<file path="config.mk">
export PLATFORM = sky130hd
export DESIGN_NAME = keypad_emulator
export DESIGN_NICKNAME = d
export VERILOG_FILES = /design/src/rtl/keypad_pkg.sv /design/src/rtl/keypad_bounce_gen.sv /design/src/rtl/keypad_emulator.sv
export SDC_FILE = /design/constraint.sdc
export NUM_CORES = 1
export LEC_CHECK = 0
export BUFFER_PORTS_ARGS = -buffer_cell sky130_fd_sc_hd__buf_4
export CAP_MARGIN = 5
export CORE_MARGIN = 5
export CORE_UTILIZATION = 34
export CTS_CLUSTER_DIAMETER = 200
export DETAILED_ROUTE_END_ITERATION = 8
export PLACE_DENSITY = 0.55
export SLEW_MARGIN = 20
export SYNTH_ARGS = -nofsm -noshare
export SYNTH_HDL_FRONTEND = slang
export SYNTH_HIERARCHICAL = 1
export SYNTH_SLANG_ARGS = --single-unit
</file>
<file path="constraint.sdc">
create_clock -name CLK -period 2.1 [get_ports CLK]
set_clock_uncertainty 0.1 [all_clocks]
set_input_delay 0.21 -clock CLK [delete_from_list [all_inputs] [get_ports CLK]]
set_output_delay 0.21 -clock CLK [all_outputs]
set_load 0.02 [all_outputs]
</file>
<file path="src/rtl/keypad_pkg.sv">
// Shared FSM states, scan-code field positions and idle column value for keypad_emulator.
// Bounce states exist only when KEYPAD_EMU_BOUNCE_EN is defined.
package keypad_pkg;
  localparam int SCAN_W  = 4;
  localparam int ROW_MSB = 3;
  localparam int ROW_LSB = 2;
  localparam int COL_MSB = 1;
  localparam int COL_LSB = 0;

  localparam logic [SCAN_W-1:0] COL_IDLE = 4'hF;

  typedef enum logic [2:0] {
    IDLE    = 3'd0,
    HOLD    = 3'd1,
    GAP     = 3'd2
`ifdef KEYPAD_EMU_BOUNCE_EN
    ,
    BNC_IN  = 3'd3,
    BNC_OUT = 3'd4
`endif
  } kp_state_t;
endpackage

</file>
<file path="src/rtl/keypad_bounce_gen.sv">
// Contact bounce generator: BOUNCE_PULSES pairs of BOUNCE_CYCLES-long half-periods after start.
// polarity=0 begins closed (press bounce), polarity=1 begins open (release bounce).
module keypad_bounce_gen #(
  parameter int BOUNCE_CYCLES = 16,
  parameter int BOUNCE_PULSES = 3
) (
  input  logic CLK,
  input  logic RESET,
  input  logic start,
  input  logic polarity,
  output logic contact,
  output logic finished
);
  localparam int TW = (BOUNCE_CYCLES > 1) ? $clog2(BOUNCE_CYCLES) : 1;
  localparam int PW = (BOUNCE_PULSES > 0) ? $clog2(BOUNCE_PULSES + 1) : 1;
  localparam logic [TW-1:0] T_LAST = TW'(BOUNCE_CYCLES - 1);
  localparam logic [PW-1:0] P_LAST = PW'(BOUNCE_PULSES - 1);

  logic          active;
  logic          half;
  logic          pol;
  logic [TW-1:0] timer;
  logic [PW-1:0] pulses;
  logic          half_end;

  assign half_end = (timer == T_LAST);
  assign finished = active && half_end && half && (pulses == P_LAST);
  assign contact  = active && (half == pol);

  always_ff @(posedge CLK or negedge RESET) begin
    if (!RESET) begin
      active <= 1'b0;
      half   <= 1'b0;
      pol    <= 1'b0;
      timer  <= '0;
      pulses <= '0;
    end else if (start) begin
      active <= 1'b1;
      half   <= 1'b0;
      pol    <= polarity;
      timer  <= '0;
      pulses <= '0;
    end else if (active) begin
      if (half_end) begin
        timer <= '0;
        half  <= ~half;
        // A pulse completes at the end of its second half-period.
        if (half) begin
          pulses <= pulses + PW'(1);
          if (pulses == P_LAST) active <= 1'b0;
        end
      end else begin
        timer <= timer + TW'(1);
      end
    end
  end
endmodule

</file>
<file path="src/rtl/keypad_emulator.sv">
// 4x4 keypad key-side emulator: pulls the latched key's COLUMN low while its ROW is driven low.
// Optional contact bounce around the hold phase is compiled in with KEYPAD_EMU_BOUNCE_EN.
module keypad_emulator
  import keypad_pkg::*;
#(
`ifdef KEYPAD_EMU_BOUNCE_EN
  parameter int BOUNCE_CYCLES = 16,
  parameter int BOUNCE_PULSES = 3,
`endif
  parameter int RELEASE_GAP   = 32,
  parameter int HOLD_W        = 16
) (
  input  logic              CLK,
  input  logic              RESET,
  input  logic              KEY_REQ,
  input  logic [SCAN_W-1:0] KEY_CODE,
  input  logic [HOLD_W-1:0] HOLD_TIME,
  input  logic [3:0]        ROW,
  output logic [3:0]        COLUMN,
  output logic              BUSY,
  output logic              DONE
);
  localparam int GW = (RELEASE_GAP > 1) ? $clog2(RELEASE_GAP) : 1;
  localparam logic [GW-1:0] G_LAST = GW'(RELEASE_GAP - 1);

  kp_state_t         state;
  kp_state_t         nxt;
  logic [SCAN_W-1:0] code_q;
  logic [HOLD_W-1:0] hold_cnt;
  logic [GW-1:0]     gap_cnt;
  logic              done_q;
  logic              accept;
  logic              hold_last;
  logic              gap_last;
  logic              contact;

  assign accept    = (state == IDLE) && KEY_REQ;
  assign hold_last = (hold_cnt <= HOLD_W'(1));
  assign gap_last  = (gap_cnt == G_LAST);

`ifdef KEYPAD_EMU_BOUNCE_EN
  localparam bit BNC_ON = (BOUNCE_PULSES > 0);
  localparam kp_state_t PRESS_ST   = kp_state_t'(BNC_ON ? BNC_IN : HOLD);
  localparam kp_state_t RELEASE_ST = kp_state_t'(BNC_ON ? BNC_OUT : GAP);

  logic bnc_start;
  logic bnc_pol;
  logic bnc_contact;
  logic bnc_finished;

  // The generator is launched on the edge that enters each bounce phase.
  assign bnc_start = BNC_ON && (accept || ((state == HOLD) && hold_last));
  assign bnc_pol   = (state == HOLD);

  keypad_bounce_gen #(
    .BOUNCE_CYCLES(BOUNCE_CYCLES),
    .BOUNCE_PULSES(BOUNCE_PULSES)
  ) u_bounce (
    .CLK     (CLK),
    .RESET   (RESET),
    .start   (bnc_start),
    .polarity(bnc_pol),
    .contact (bnc_contact),
    .finished(bnc_finished)
  );
`else
  localparam kp_state_t PRESS_ST   = HOLD;
  localparam kp_state_t RELEASE_ST = GAP;
`endif

  always_ff @(posedge CLK or negedge RESET) begin
    if (!RESET) state <= IDLE;
    else        state <= nxt;
  end

  always_comb begin
    nxt     = state;
    contact = 1'b0;
    case (state)
      IDLE: if (KEY_REQ) nxt = PRESS_ST;
      HOLD: begin
        contact = 1'b1;
        if (hold_last) nxt = RELEASE_ST;
      end
      GAP:  if (gap_last) nxt = IDLE;
`ifdef KEYPAD_EMU_BOUNCE_EN
      BNC_IN: begin
        contact = bnc_contact;
        if (bnc_finished) nxt = HOLD;
      end
      BNC_OUT: begin
        contact = bnc_contact;
        if (bnc_finished) nxt = GAP;
      end
`endif
      default: nxt = IDLE;
    endcase
  end

  always_ff @(posedge CLK or negedge RESET) begin
    if (!RESET) begin
      code_q   <= '0;
      hold_cnt <= '0;
      gap_cnt  <= '0;
      done_q   <= 1'b0;
    end else begin
      // DONE lands in the first IDLE cycle so it never overlaps BUSY.
      done_q  <= (state == GAP) && gap_last;
      gap_cnt <= (state == GAP) ? gap_cnt + GW'(1) : '0;
      if (accept) begin
        code_q   <= KEY_CODE;
        hold_cnt <= (HOLD_TIME == '0) ? HOLD_W'(1) : HOLD_TIME;
      end else if ((state == HOLD) && !hold_last) begin
        hold_cnt <= hold_cnt - HOLD_W'(1);
      end
    end
  end

  assign BUSY = (state != IDLE);
  assign DONE = done_q;

  always_comb begin
    COLUMN = COL_IDLE;
    if (contact && !ROW[code_q[ROW_MSB:ROW_LSB]]) COLUMN[code_q[COL_MSB:COL_LSB]] = 1'b0;
  end
endmodule

</file>
==> flow_summary.ini, run 1 <==
[run_status]
status = finished, final reports clean

[min_path]
worst_hold_path.endpoint = code_q[1]$_DFFE_PN0P_
worst_hold_startpoint = KEY_CODE[1]
hold_class = input port to register
hold-path-cell-count = 3

[clock_tree]
clk_root_buffer_cell = sky130_fd_sc_hd__clkbuf_8
cts_inserted_buffers = 3
cts_tree = done
worst_skew_pair.late_latency_ps = 280
post_cts.repair.setup_buffers = 0
max-clock-path-buffers = 2
htree_levels = 1
number_of_clock_sinks = 28
clkTransAtPathRegs_ps = 110

[power]
power_switching_mw = 1.07
power.density_cell_area_mw_per_mm2 = 1200
total_power_mw = 2.68
switching_share = 0.398
ir_drop_mv = 0.707
p_seq_frac = 0.357
comb_power_share = 0.480
intPower_mw = 1.61
clock_share_of_power = 0.163
power_leakage_nw = 0.975

[detailed_routing]
route.detailed.wl_per_inst_um = 15.2
detailroute.via_count = 1575
antenna_violating_nets_post_route = 0
first_pass_iters = 4
dr.first_iter.drc_count = 57
wl_mm = 4.53
drc_errors = 0
post_drt_via_cell_ratio = 5.29

[critical_path]
crit_fanout = 5
criticalPathCategory = register to register
timing.critical_path.slowest_cell_delay_ps = 510
cp_data_required_time_ps = 2220
critical_path.top_delay_family = simple AND/OR/NAND/NOR gates
arr_time_crit_path_ps = 2110
timing.reg2reg.worst_path_depth = 7
worstPathCellList = inv_1 > ha_1 > o21bai_2 > nor2_4 > a21o_1 > or4_1 > nand3_1
reg2reg_setup_slack_ps = 110
setup.worst_path.end_class = register
worst_setup_path_start_kind = register
worstReg2RegEnd = hold_cnt[6]$_DFFE_PN0P_
regToRegStartpoint = hold_cnt[0]$_DFFE_PN0P_
slowest_cp_cell = sky130_fd_sc_hd__or4_1
cp.buffers_inverters = 1

[placed_design]
io_buffer_count = 32
gp_congestion = 0.833
dpl_worst_slack_ps = 66.9
dp_hpwl_mm = 3.48
place.detailed.instances = 293
placement.cell_area_mm2 = 0.00214

[timing]
setup_viol = 0
finalWorstSetupSlack_ps = 105
maxSlewHeadroom = 0.699
setup-tns-final_ps = 0
rsz_0062_raised_after_global_routing = false
timing_hold_violations_final = 0
final-max-slew-violation-count = 0
period_share = 0.950
fmax_mhz = 501
worst_pin_slew_ps = 448
finalCriticalPeriod_ps = 1990

[logic_synthesis]
yosysTopAreaCell = sky130_fd_sc_hd__dfrtp_1
yosysWarnings = 6
yosys_register_bits = 28
synthesized_area_mm2 = 0.00173
ys_async_sr_fraction = 1.00
synth.net_count = 212
syn-instance-count = 181
post_synth_main_area_contributors = sky130_fd_sc_hd__dfrtp_1, sky130_fd_sc_hd__nand2_1, sky130_fd_sc_hd__nor2_1, sky130_fd_sc_hd__a211oi_1, sky130_fd_sc_hd__ha_1
synth.lib_cells_used.distinct = 58
synth_seq_area_share = 0.404
prevailing_post_synth_register_cell = sky130_fd_sc_hd__dfrtp_1
synthDominantCellAreaShare = 0.404
synth-edff-count = 0
syn_avg_cell_area_um2 = 9.57

[cells_and_area]
nets = 260
multi_input_comb_area_um2 = 987
finish.instance_area_mm2 = 0.00224
register_area_um2 = 701
area_grow_syn2layout_pct = 29.2
layoutNonFillerInstCount = 298
nFillCells = 518
diodes = 0
post_route_cells_drive_above_1_share = 0.338

[floorplan]
io_pins = 33
coreArea_mm2 = 0.00504
die-height_um = 81.4
initial_utilization = 0.344
die_x_um = 81.4
rows = 26
floorplan.die_area_mm2 = 0.00662

[global_routing]
via_count_of_the_first_global_routing_pass = 1484
grt.overflow.total = 0
grt_pass1_wl_mm = 7.35
global_route.usage.total = 0.145
grt_max_degree = 29
initial_antenna_violation_count = 0

[flow_run]
drv.max_cap_violation_count = 0
[logic make-up (layout without fill, tap and decap cells)]
group | count (synthesis) | in the layout | share of synthesized area
and+or+nand+nor | 92 | 92 | 0.310
AOI/OAI and AO/OA | 42 | 42 | 0.194
DFF | 28 | 28 | 0.404
buffers and inverters | 11 | 58 | 0.0346
adders and majority gates | 4 | 4 | 0.0289
xor gates and xnor gates | 3 | 3 | 0.0152
muxes | 1 | 1 | 0.0130
[layout make-up]
| cell class | count | share of cell area |
|---|---|---|
| timing repair buffer | 50 | 0.169 |
| tap | 70 | 0.0391 |
| multi-input combinational | 142 | 0.441 |
| inverter | 4 | 0.00670 |
| clock buffer | 3 | 0.0184 |
| clock inverter | 1 | 0.0134 |
| sequential | 28 | 0.313 |
[worst max path at each step]
stage,start,cells past startpoint,to
floorplan,hold_cnt[0]$_DFFE_PN0P_,7,hold_cnt[6]$_DFFE_PN0P_
global placement,hold_cnt[0]$_DFFE_PN0P_,7,hold_cnt[6]$_DFFE_PN0P_
detailed placement,hold_cnt[0]$_DFFE_PN0P_,7,hold_cnt[6]$_DFFE_PN0P_
CTS,hold_cnt[0]$_DFFE_PN0P_,7,hold_cnt[6]$_DFFE_PN0P_
global route,hold_cnt[0]$_DFFE_PN0P_,7,hold_cnt[6]$_DFFE_PN0P_
finish,hold_cnt[0]$_DFFE_PN0P_,7,hold_cnt[6]$_DFFE_PN0P_
[flip-flops by register name (all words and copies together) (netlist names)]
name,flops
DONE,1
code_q,4
gap_cnt,5
hold_cnt,16
state,2
[stage by stage]
stage,hold slack (ps),util
after floorplan,-186,-
after global placement,66.4,0.425
after detailed placement,65.8,0.425
after CTS,10.2,0.441
after global routing,7.10,0.444
final,9.92,0.444
[cell usage in the layout (no fill, tap or decap), types with 5 or more instances in the layout]
master	n
sky130_fd_sc_hd__nor3_2	5
sky130_fd_sc_hd__and2_1	5
sky130_fd_sc_hd__buf_4	49
sky130_fd_sc_hd__nand3_1	5
sky130_fd_sc_hd__nor2_1	17
sky130_fd_sc_hd__nor3_1	9
sky130_fd_sc_hd__nand2_1	24
sky130_fd_sc_hd__dfrtp_1	28
sky130_fd_sc_hd__a211oi_1	8
[layer usage]
| metal | wire, um | up-vias | global-route usage |
|---|---|---|---|
| li1 | - | 764 | - |
| met1 | 2100 | 766 | 0.205 |
| met2 | 2190 | 43 | 0.231 |
| met3 | 209 | 2 | 0.0266 |
| met4 | 29 | 0 | 0.0304 |
| met5 | 0 | - | 0 |
[timing repair]
item | in CTS | in global routing
resized for setup | 0 | 3
hold buffers | 1 | 0
endpoints found under the setup margin | 0 | 7
endpoints found under the hold margin | 28 | 0
[worst reg2reg max path, stage by stage (launching register included)]
cell and delay, ps:
sky130_fd_sc_hd__dfrtp_1 420, sky130_fd_sc_hd__inv_1 60, sky130_fd_sc_hd__ha_1 230, sky130_fd_sc_hd__o21bai_2 230, sky130_fd_sc_hd__nor2_4 90, sky130_fd_sc_hd__a21o_1 210
sky130_fd_sc_hd__or4_1 510, sky130_fd_sc_hd__nand3_1 80
[power groups by stage]
stage	Clock (mW)	Combinational, mW	Sequential (mW)
2_1_floorplan	0	0.823	0.910
5_1_grt	0.475	1.42	0.990
4_1_cts	0.445	1.27	0.947
3_3_place_gp	0	1.26	0.957
3_5_place_dp	0	1.26	0.956
6_report	0.437	1.28	0.955
[cell usage after synthesis, drive strengths merged (3+ instances only)]
master	instances
nand2b	3
o22ai	3
nor4	4
inv	4
nor2	18
ha	4
nand3	5
a21oi	6
dfrtp	28
and3	3
o21ai	4
nand2	24
buf	6
nor3	14
and2	5
a211oi	9
No activity file was read; power rests on OpenSTA's default activity.
==> run 2: changes to the inputs <==
ABC_AREA = 1   (was unset)
CORE_UTILIZATION = 50   (was 34)
PLACE_DENSITY = 0.75   (was 0.55)
TNS_END_PERCENT = 100   (was unset)
==> run 2 against run 1 <==
Compared with the run above:
- setup slack improved by 100 ps
- flip-flop and latch count is the same
- critical path depth rose by 1
==> flow_summary.ini, run 2 <==
[logic_synthesis]
syn-instance-count = 287
synth-edff-count = 0
cell_with_the_most_instances_after_synthesis = sky130_fd_sc_hd__nand2_1
ys_async_sr_fraction = 1.00
synthesized_area_mm2 = 0.00185
yosys_register_bits = 28
yosysWarnings = 6
syn_avg_cell_area_um2 = 6.45
synth_commonest_cells = sky130_fd_sc_hd__nand2_1, sky130_fd_sc_hd__nor2_1, sky130_fd_sc_hd__inv_1
synth.lib_cells_used.distinct = 24
yosysTopAreaCell = sky130_fd_sc_hd__dfrtp_1
post_synth_main_area_contributors = sky130_fd_sc_hd__dfrtp_1, sky130_fd_sc_hd__nand2_1, sky130_fd_sc_hd__nor2_1, sky130_fd_sc_hd__nand3_1, sky130_fd_sc_hd__inv_1
synthDominantCellAreaShare = 0.378
prevailing_post_synth_register_cell = sky130_fd_sc_hd__dfrtp_1
synth.net_count = 318
synth_seq_area_share = 0.378

[critical_path]
worstSetupStartpoint = state[0]$_DFFE_PN0P_
crit_fanout = 3
worst_setup_path_start_kind = register
setup.worst_path.end_class = output pin
worstSetupPathDepth = 8
cp.buffers_inverters = 3
reg2reg_setup_slack_ps = 300
timing.reg2reg.worst_path_depth = 11
worstReg2RegEnd = hold_cnt[1]$_DFFE_PN0P_
worstPathCellList = inv_1 > nor2_2 > inv_1 > a21oi_1 > o31ai_1 > nor2_1 > nand2_1 > buf_4
slowest_cp_cell = sky130_fd_sc_hd__dfrtp_1
criticalPathCategory = register to output pin
cp_data_required_time_ps = 1790
top_cell_by_count_worst_path = sky130_fd_sc_hd__inv_1
timing.critical_path.slowest_cell_delay_ps = 360
critical_path.top_delay_family = simple AND/OR/NAND/NOR gates
arr_time_crit_path_ps = 1580
regToRegStartpoint = hold_cnt[0]$_DFFE_PN0P_

[timing]
fmax_mhz = 529
setup-tns-final_ps = 0
final-max-slew-violation-count = 0
finalWorstSetupSlack_ps = 209
maxSlewHeadroom = 0.705
rsz_0062_raised_after_global_routing = false
setup_viol = 0
worst_pin_slew_ps = 441
timing_hold_violations_final = 0
period_share = 0.900
holdWs_ps = 36.2
finalCriticalPeriod_ps = 1890

[floorplan]
coreArea_mm2 = 0.00363
die-height_um = 70.9
initial_utilization = 0.510
die_x_um = 70.9
floorplan.die_area_mm2 = 0.00502
io_pins = 33
rows = 22

[clock_tree]
cts_tree = done
post_cts.repair.setup_buffers = 0
htree_levels = 1
clk_root_buffer_cell = sky130_fd_sc_hd__clkbuf_8
clkTransAtPathRegs_ps = 100
worst_skew_pair.late_latency_ps = 280
cts_inserted_buffers = 3
max-clock-path-buffers = 2
number_of_clock_sinks = 28

[detailed_routing]
dr.first_iter.drc_count = 82
detailroute.via_count = 1803
wl_mm = 4.14
antenna_violating_nets_post_route = 0
post_drt_via_cell_ratio = 4.91
route.detailed.wl_per_inst_um = 11.3
drc_errors = 0
first_pass_iters = 4

[placed_design]
gp_congestion = 0.937
place.detailed.instances = 362
io_buffer_count = 32
dp_hpwl_mm = 3.13
dpl_worst_slack_ps = 313

[flow_run]
drv.max_cap_violation_count = 0

[power]
power_leakage_nw = 1.06
ir_drop_mv = 0.213
power.density_cell_area_mw_per_mm2 = 464

[min_path]
worst_hold_startpoint = KEY_CODE[3]
hold_class = input port to register
worst_hold_path.endpoint = code_q[3]$_DFFE_PN0P_
hold-path-cell-count = 3

[cells_and_area]
layoutNonFillerInstCount = 367
layout.cells.most_common = sky130_fd_sc_hd__nand2_1
diodes = 0
post_route_cells_drive_above_1_share = 0.147
largestRegisters = hold_cnt (16), gap_cnt (5), code_q (4)
largest_register_ffs = 16
layout.cells.most_common_list = sky130_fd_sc_hd__nand2_1, sky130_fd_sc_hd__nor2_1, sky130_fd_sc_hd__buf_4, sky130_fd_sc_hd__inv_1, sky130_fd_sc_hd__dfrtp_1
area_grow_syn2layout_pct = 19.1
nets = 351
register_containing_the_most_flip_flops_in_the_final_layout = hold_cnt

[global_routing]
grt.overflow.total = 0
initial_antenna_violation_count = 0
grt_pass1_wl_mm = 7.65
global_route.usage.total = 0.185
via_count_of_the_first_global_routing_pass = 1767
grt_max_degree = 29

[run_status]
status = finished, final reports clean
[run 2: stage by stage]
stage | area, um^2 | power, mW | util
after floorplan | 1850 | 0.559 | -
final | 2210 | 1.02 | 0.607
after global placement | 2120 | 0.613 | 0.584
after detailed placement | 2120 | 0.613 | 0.584
after global routing | 2210 | 1.06 | 0.607
after CTS | 2200 | 1.03 | 0.606
[run 2: worst min-delay path, delay by kind of cell]
family	cells	cell delay (ps)
buffers and inverters	1	80
and+or+nand+nor	2	90
[run 2: area by class of cell]
| cell class | instances | area [um^2] |
|---|---|---|
| Inverter | 30 | 113 |
| Timing Repair Buffer | 34 | 258 |
| Tap cell | 48 | 60.1 |
| Clock buffer | 3 | 41.3 |
| Sequential cell | 28 | 701 |
| Clock inverter | 1 | 30.0 |
| Multi-Input combinational cell | 223 | 1000 |
| Fill cell | 383 | 1430 |
[run 2: routing by layer]
| layer | track usage | wire length [um] |
|---|---|---|
| met4 | 0.0480 | 48 |
| met5 | 0 | 0 |
| met3 | 0.0327 | 261 |
| met1 | 0.243 | 1880 |
| met2 | 0.316 | 1940 |
[run 2: cell families (layout without fill, tap and decap cells)]
| family | Yosys count | count (layout) | share of synthesized area |
|---|---|---|---|
| adders and majority gates | 4 | 4 | 0.0270 |
| xor gates and xnor gates | 1 | 1 | 0.00473 |
| AOI/OAI and AO/OA | 19 | 19 | 0.0527 |
| buffers and inverters | 36 | 68 | 0.0811 |
| and+or+nand+nor | 199 | 199 | 0.456 |
| DFF | 28 | 28 | 0.378 |
[run 2: how the worst max path moves through the flow]
stage,end,slack [ps]
6_report,COLUMN[3],210
3_3_place_gp,hold_cnt[2]$_DFFE_PN0P_,410
2_1_floorplan,hold_cnt[13]$_DFFE_PN0P_,500
4_1_cts,COLUMN[1],110
5_1_grt,COLUMN[0],80
3_5_place_dp,hold_cnt[2]$_DFFE_PN0P_,310
[run 2: timing repair]
action                                 CTS  global route
hold buffers                             1             0
endpoints found under the hold margin   28             0
setup endpoints to repair                0             2
gates resized for setup                  0             1
[run 2: where the power goes]
part | total [mW] | internal (mW) | switching (mW)
clock | 0.422 | 0.255 | 0.166
combinational | 0.0642 | 0.0365 | 0.0277
sequential | 0.539 | 0.539 | 0
total | 1.02 | 0.830 | 0.194
